**config.mk**
```make
export PLATFORM = sky130hd
export DESIGN_NAME = player_command_sequencer
export DESIGN_NICKNAME = d
export VERILOG_FILES = /design/src/rtl/player_command_sequencer.sv
export SDC_FILE = /design/constraint.sdc
export NUM_CORES = 1
export LEC_CHECK = 0
export BUFFER_PORTS_ARGS = -buffer_cell sky130_fd_sc_hd__buf_2
export CORE_MARGIN = 1
export CORE_UTILIZATION = 54
export CTS_BUF_LIST = sky130_fd_sc_hd__clkbuf_16
export DETAILED_ROUTE_END_ITERATION = 10
export GPL_ROUTABILITY_DRIVEN = 1
export HOLD_SLACK_MARGIN = 0.06
export PLACE_DENSITY = 0.76
export SETUP_SLACK_MARGIN = 0.02
export SLEW_MARGIN = 0
export SYNTH_ARGS = -nofsm -noshare
export SYNTH_HDL_FRONTEND = slang
export SYNTH_SLANG_ARGS = --single-unit
```
**constraint.sdc**
```tcl
create_clock -name clk -period 2.83 [get_ports clk]
set_input_delay 0.283 -clock clk [delete_from_list [all_inputs] [get_ports clk]]
set_output_delay 0.283 -clock clk [all_outputs]
set_load 0.01 [all_outputs]
```
**src/rtl/player_command_sequencer.sv**
```systemverilog
`timescale 1ns/1ps
// player_command_sequencer: turns button levels and damage/heal events into one
// 16-bit player instruction per clock {opcode[15:12], operand[11:4], 4'h0}.
// Events are buffered in a small FIFO. Damage is gated by invincibility frames
// and movement is rate limited by a free-running period counter.
module player_command_sequencer #(
  parameter int unsigned MOVE_PERIOD   = 250000,
  parameter int unsigned IFRAME_CYCLES = 1000000,
  parameter int unsigned FIFO_DEPTH    = 4,
  parameter int unsigned INIT_HP       = 100,
  parameter int unsigned INIT_ATK      = 10
) (
  input  logic        clk,
  input  logic        rst,
  input  logic        start,
  input  logic        btn_left,
  input  logic        btn_up,
  input  logic        btn_right,
  input  logic        btn_down,
  input  logic        dmg_valid,
  input  logic [7:0]  dmg_amount,
  input  logic        heal_valid,
  input  logic [7:0]  heal_amount,
  output logic [15:0] instruction,
  output logic        iframe,
  output logic        fifo_full,
  output logic        event_dropped
);

  localparam int unsigned MW = $clog2(MOVE_PERIOD);
  localparam int unsigned IW = (IFRAME_CYCLES > 1) ? $clog2(IFRAME_CYCLES) : 1;
  localparam int unsigned AW = $clog2(FIFO_DEPTH);
  localparam int unsigned CW = AW + 1;
  localparam int unsigned EW = 9;  // {is_damage, amount}

  localparam logic [3:0] OP_NOP  = 4'd0;
  localparam logic [3:0] OP_HEAL = 4'd1;
  localparam logic [3:0] OP_DMG  = 4'd2;
  localparam logic [3:0] OP_ATK  = 4'd4;
  localparam logic [3:0] OP_MOVE = 4'd5;
  localparam logic [3:0] OP_HP   = 4'd6;

  typedef enum logic [1:0] {S_IDLE, S_INIT_HP, S_INIT_ATK, S_RUN} state_t;

  state_t        r_state;
  state_t        w_state_next;
  logic [EW-1:0] r_mem [FIFO_DEPTH];
  logic [AW-1:0] r_rd_ptr;
  logic [AW-1:0] r_wr_ptr;
  logic [CW-1:0] r_count;
  logic [MW-1:0] r_move_cnt;
  logic          r_move_due;
  logic [IW-1:0] r_iframe_cnt;

  logic [15:0]   w_instr_next;
  logic          w_pop;
  logic          w_push_dmg;
  logic          w_push_heal;
  logic          w_drop;
  logic          w_issue_dmg;
  logic          w_issue_move;
  logic          w_dmg_ok;
  logic          w_any_btn;
  logic          w_run;
  logic [CW-1:0] w_free;
  logic [EW-1:0] w_head;
  logic [7:0]    w_dir;

  assign w_any_btn = btn_left | btn_up | btn_right | btn_down;
  assign w_run     = (r_state == S_RUN) && !start;
  assign w_head    = r_mem[r_rd_ptr];
  assign fifo_full = (r_count == CW'(FIFO_DEPTH));

  // Next state, next instruction, FIFO push/pop decisions
  always_comb begin
    w_state_next = r_state;
    w_instr_next = {OP_NOP, 12'h000};
    w_pop        = 1'b0;
    w_push_dmg   = 1'b0;
    w_push_heal  = 1'b0;
    w_drop       = 1'b0;
    w_issue_dmg  = 1'b0;
    w_issue_move = 1'b0;
    w_dmg_ok     = 1'b0;
    w_free       = '0;
    if (btn_left)       w_dir = 8'd0;
    else if (btn_up)    w_dir = 8'd1;
    else if (btn_right) w_dir = 8'd2;
    else                w_dir = 8'd3;

    case (r_state)
      S_IDLE: ;
      S_INIT_HP: begin
        w_instr_next = {OP_HP, 8'(INIT_HP), 4'h0};
        w_state_next = S_INIT_ATK;
      end
      S_INIT_ATK: begin
        w_instr_next = {OP_ATK, 8'(INIT_ATK), 4'h0};
        w_state_next = S_RUN;
      end
      S_RUN: begin
        if (r_count != '0) begin
          w_pop = 1'b1;
          if (!w_head[8]) begin
            w_instr_next = {OP_HEAL, w_head[7:0], 4'h0};
          end else if (!iframe) begin
            w_instr_next = {OP_DMG, w_head[7:0], 4'h0};
            w_issue_dmg  = 1'b1;
          end
        end else if (r_move_due && w_any_btn) begin
          w_instr_next = {OP_MOVE, w_dir, 4'h0};
          w_issue_move = 1'b1;
        end
        // A same-cycle pop frees a slot; damage claims a slot before heal
        w_free   = CW'(FIFO_DEPTH) - r_count + CW'(w_pop);
        w_dmg_ok = dmg_valid && !iframe;
        if (w_dmg_ok) begin
          if (w_free != '0) w_push_dmg = 1'b1;
          else              w_drop     = 1'b1;
        end
        if (heal_valid) begin
          if (w_free > CW'(w_push_dmg)) w_push_heal = 1'b1;
          else                          w_drop      = 1'b1;
        end
      end
      default: w_state_next = S_IDLE;
    endcase

    if (start) begin
      w_state_next = S_INIT_HP;
      w_instr_next = {OP_NOP, 12'h000};
      w_pop        = 1'b0;
      w_push_dmg   = 1'b0;
      w_push_heal  = 1'b0;
      w_drop       = 1'b0;
      w_issue_dmg  = 1'b0;
      w_issue_move = 1'b0;
    end
  end

  // FSM state register
  always_ff @(posedge clk or posedge rst) begin
    if (rst) r_state <= S_IDLE;
    else     r_state <= w_state_next;
  end

  // Registered instruction and drop pulse
  always_ff @(posedge clk or posedge rst) begin
    if (rst) begin
      instruction   <= 16'h0000;
      event_dropped <= 1'b0;
    end else begin
      instruction   <= w_instr_next;
      event_dropped <= w_drop;
    end
  end

  // FIFO pointers and occupancy; start flushes
  always_ff @(posedge clk or posedge rst) begin
    if (rst) begin
      r_rd_ptr <= '0;
      r_wr_ptr <= '0;
      r_count  <= '0;
    end else if (start) begin
      r_rd_ptr <= '0;
      r_wr_ptr <= '0;
      r_count  <= '0;
    end else begin
      r_rd_ptr <= r_rd_ptr + AW'(w_pop);
      r_wr_ptr <= r_wr_ptr + AW'(w_push_dmg) + AW'(w_push_heal);
      r_count  <= r_count + CW'(w_push_dmg) + CW'(w_push_heal) - CW'(w_pop);
    end
  end

  // FIFO storage; heal lands behind damage when both are written
  always_ff @(posedge clk) begin
    if (w_push_dmg)  r_mem[r_wr_ptr] <= {1'b1, dmg_amount};
    if (w_push_heal) r_mem[r_wr_ptr + AW'(w_push_dmg)] <= {1'b0, heal_amount};
  end

  // Movement period counter and single-step move_due flag
  always_ff @(posedge clk or posedge rst) begin
    if (rst) begin
      r_move_cnt <= MW'(MOVE_PERIOD - 1);
      r_move_due <= 1'b0;
    end else if (start) begin
      r_move_cnt <= MW'(MOVE_PERIOD - 1);
      r_move_due <= 1'b0;
    end else begin
      if (w_run) begin
        if (r_move_cnt == '0) r_move_cnt <= MW'(MOVE_PERIOD - 1);
        else                  r_move_cnt <= r_move_cnt - MW'(1);
      end
      r_move_due <= w_any_btn &&
                    ((w_run && (r_move_cnt == '0)) || (r_move_due && !w_issue_move));
    end
  end

  // Invincibility window: IFRAME_CYCLES cycles starting after the damage issue
  always_ff @(posedge clk or posedge rst) begin
    if (rst) begin
      r_iframe_cnt <= '0;
      iframe       <= 1'b0;
    end else if (start) begin
      r_iframe_cnt <= '0;
      iframe       <= 1'b0;
    end else if (w_issue_dmg) begin
      r_iframe_cnt <= IW'(IFRAME_CYCLES - 1);
      iframe       <= 1'b1;
    end else if (r_iframe_cnt != '0) begin
      r_iframe_cnt <= r_iframe_cnt - IW'(1);
      iframe       <= 1'b1;
    end else begin
      iframe       <= 1'b0;
    end
  end

endmodule

```
==> key figures <==
Outcome
  – Run status: complete, no violations

Yosys
  – Mapped Area: 5260 um2
  – Post-synth top area cell: dfrtp_1
  – Synth async-reset ratio: 0.629
  – Post-synth top flop: dfrtp_1
  – Compound-cell area share of the yosys netlist: 0.124
  – Post-synth EDFFs: 32
  – Yosys top cell area share: 0.243
  – Yosys warning total: 0
  – Largest family of logic cells by synthesized area: simple AND/OR/NAND/NOR gates
  – Synth Register Bits: 97
  – Mux cell area share after synthesis: 0.0407
  – Synth area leaders: dfrtp_1 24%, edfxtp_1 18%, nand2_1 6.4%
  – Library cells used by synthesis: 73
  – Register area share after synthesis: 0.491
  – Adder-Cell Fraction of Synth Area: 0.0267
  – Synth Area in Simple Gates: 0.227
  – Mapped Cells: 508
  – Post-Syn Area per Cell: 10.3 um2
  – Synth Area in XOR/XNOR: 0.0448

Timing
  – Slew @ Worst Pin: 700 ps
  – Hold Fails Final Rpt: 0
  – Slew headroom: 0.533
  – Final period util: 0.991
  – Setup_tns: 0 ps
  – RSZ-0062 raised after global routing: true
  – Post-layout min period: 2810 ps
  – Setup WS post-layout: 24.4 ps
  – # setup viols final: 0
  – Final max-slew violation count: 0
  – Clk_skew: 8.34 ps
  – Fmax: 0.356 GHz

Setup path
  – Slowest CP cell: fa_2
  – R2R Path Start: r_count[1]$_DFF_PP0_
  – Worst setup SP type: flip-flop
  – Crit path arrival time: 3030 ps
  – FF-to-FF End: r_count[1]$_DFF_PP0_
  – Setup CP Type: reg2reg
  – CP peak stage delay: 540 ps
  – Buffers & Inverters on Critical Path: 1
  – Critical Path End Type: flip-flop
  – CP Cell Sequence: buf_4, or3_1, o21a_1, nor2_1, nor2_1, ha_1, nor2_4, o311ai_4, fa_2, fa_2, nor2_2
  – Worst-path maximum fanout: 5
  – Top delay family on crit path: adder cells
  – Reg2reg path depth: 11
  – R2r setup slk: 20 ps
  – Worst path required time: 3060 ps

Power and ir drop
  – Part of the power in the clock network: 0.296
  – Pwr per Cell Area: 707 nW/um2
  – Flop pwr share: 0.400
  – Tot Pwr: 0.00434 W
  – Logic pwr share: 0.304
  – Switch Pwr: 0.00143 W
  – Internal power: 0.00291 W
  – Static leakage: 2.68 nW
  – Peak supply drop: 0.000359 V
  – Net Sw Frac: 0.329

Clock tree
  – Clk root buf: clkbuf_16
  – Clock transition at path regs: 70 ps
  – Hold Buf Count CTS: 0
  – CTS Buf Count: 9
  – CTS tree: done
  – Longest Clk Path Bufs: 2
  – # clock sinks: 97
  – Worst skew pair latency: 350 ps
  – H-tree depth: 3

Floorplan
  – Core area: 9330 um2
  – Initial core utilization: 0.563
  – Num ports: 44
  – Die Height: 101 um
  – Die W: 101 um
  – Full die area: 10,100 um2
  – Site row count: 35

Placement
  – Dpl cells: 676
  – Routability-driven placement congestion ratio: 0.831
  – IO buf count: 38
  – Detail Placement HPWL: 8560 um
  – Place WS: -120 ps

Detailed routing
  – First-iteration detailed-routing DRC count: 183
  – Final ANT Viol Nets: 0
  – Via/cell ratio: 5.78
  – DRC viols: 0
  – Routed vias: 4,036
  – DR pass1 iterations: 5
  – DR WL/cell: 17.1 um
  – Final wirelength: 11,900 um

Worst hold path
  – Hold Path Class: in2async

GRT
  – Initial antenna violation count: 0
  – Largest net degree at the start of global routing: 35
  – First-pass GRT wire length: 19,400 um
  – GR Util All Layers: 0.254
  – Total grt overflow: 0
  – Vias in the first global route: 3,917

Layout
  – Syn-to-layout area delta: 16.7%
  – Antenna Cells: 0
  – Non-filler instance count after layout: 698
  – Layout cell share with drive strength beyond 1: 0.269
  – Nets: 599

Flow run
  – Max-cap viol count: 0
## through the flow
step                       util  instance area [um2]  hold WS (ps)
after global routing      0.657                 6130          99.5
after detailed placement  0.609                 5680           433
after CTS                 0.650                 6060          68.8
final                     0.657                 6130          44.3
after floorplan               -                 5320           422
after global placement    0.609                 5680           428
## state kept, by name, indices dropped and copies added (netlist names)
name and cells:
r_wr_ptr 2, r_rd_ptr 2, r_iframe_cnt 20, instruction 11, r_move_due 1, iframe 1, event_dropped 1, r_mem 36
r_count 3, r_state 2, r_move_cnt 18
## power groups by stage
stage	Combinational, W	Sequential [W]	Clock (W)
after global placement	0.00118	0.00175	0
after floorplan	0.000930	0.00174	0
after CTS	0.00128	0.00173	0.00131
final	0.00132	0.00174	0.00128
after detailed placement	0.00123	0.00176	0
after global routing	0.00146	0.00175	0.00136
## kinds of logic after synthesis
family	Yosys count
buf+inv	47
compound gates	102
fa+ha+maj	10
simple gates	214
mux	10
xor+xnor	26
flops	97
other cells	2
## synthesized netlist by cell type (6+ instances only)
cell	n
o21a_1	6
xor2_1	6
xnor2_1	19
mux4_2	9
nand3_1	7
or3_1	11
a21oi_1	22
clkbuf_1	6
o21ai_0	37
buf_4	10
buf_2	7
dfstp_2	10
nand2_1	89
inv_1	21
edfxtp_1	32
o22ai_1	8
dfrtp_1	51
nor3_1	18
or4_1	6
nor2_1	27
ha_1	8
## layer usage
| layer | GRT usage | vias up | part of all wire |
|---|---|---|---|
| met1 | 0.316 | 1954 | 0.42 |
| li1 | - | 1918 | - |
| met3 | 0.0479 | 26 | 0.056 |
| met2 | 0.433 | 138 | 0.50 |
| met5 | 0 | - | 0 |
| met4 | 0.107 | 0 | 0.026 |
## worst max path at each step
stage / end / from / depth (start not counted) / slack [ps]
after floorplan: r_count[1]$_DFF_PP0_ / r_count[1]$_DFF_PP0_ / 10 / 160
after global placement: r_mem[2][4]$_DFFE_PP_ / r_count[1]$_DFF_PP0_ / 13 / -20
after detailed placement: r_mem[2][0]$_DFFE_PP_ / r_count[1]$_DFF_PP0_ / 13 / -120
after CTS: r_count[1]$_DFF_PP0_ / r_count[1]$_DFF_PP0_ / 12 / 9
after global routing: r_count[2]$_DFF_PP0_ / r_count[1]$_DFF_PP0_ / 12 / -60
final: r_count[1]$_DFF_PP0_ / r_count[1]$_DFF_PP0_ / 11 / 20
## layout make-up
class,count,area [um2]
fill,729,3200
sequential,97,2580
tap,129,161
multi-input combinational,368,2560
clock buffer,11,275
timing repair buffer,67,424
clock inverter,5,48.8
inverter,21,78.8
## timing repair
action / in CTS / in global routing
gates resized for setup: 7 / 18
endpoints found under the setup margin: 66 / 55
buffers inserted: 4 / 2
pin swaps: 3 / 3
## placed cells by master (no fill, tap or decap), types with 7 or more instances in the layout
cell type	n
nor2_1	25
nand3_1	7
o22ai_1	8
o21ai_1	10
buf_2	38
a21oi_1	22
buf_4	27
nand2_1	85
mux4_2	9
o21ai_0	30
clkbuf_16	11
dfrtp_1	50
edfxtp_1	32
dfstp_2	10
inv_1	18
xnor2_1	17
or3_1	10
nor3_1	18
Note: power is estimated with default switching activity, not from simulation.
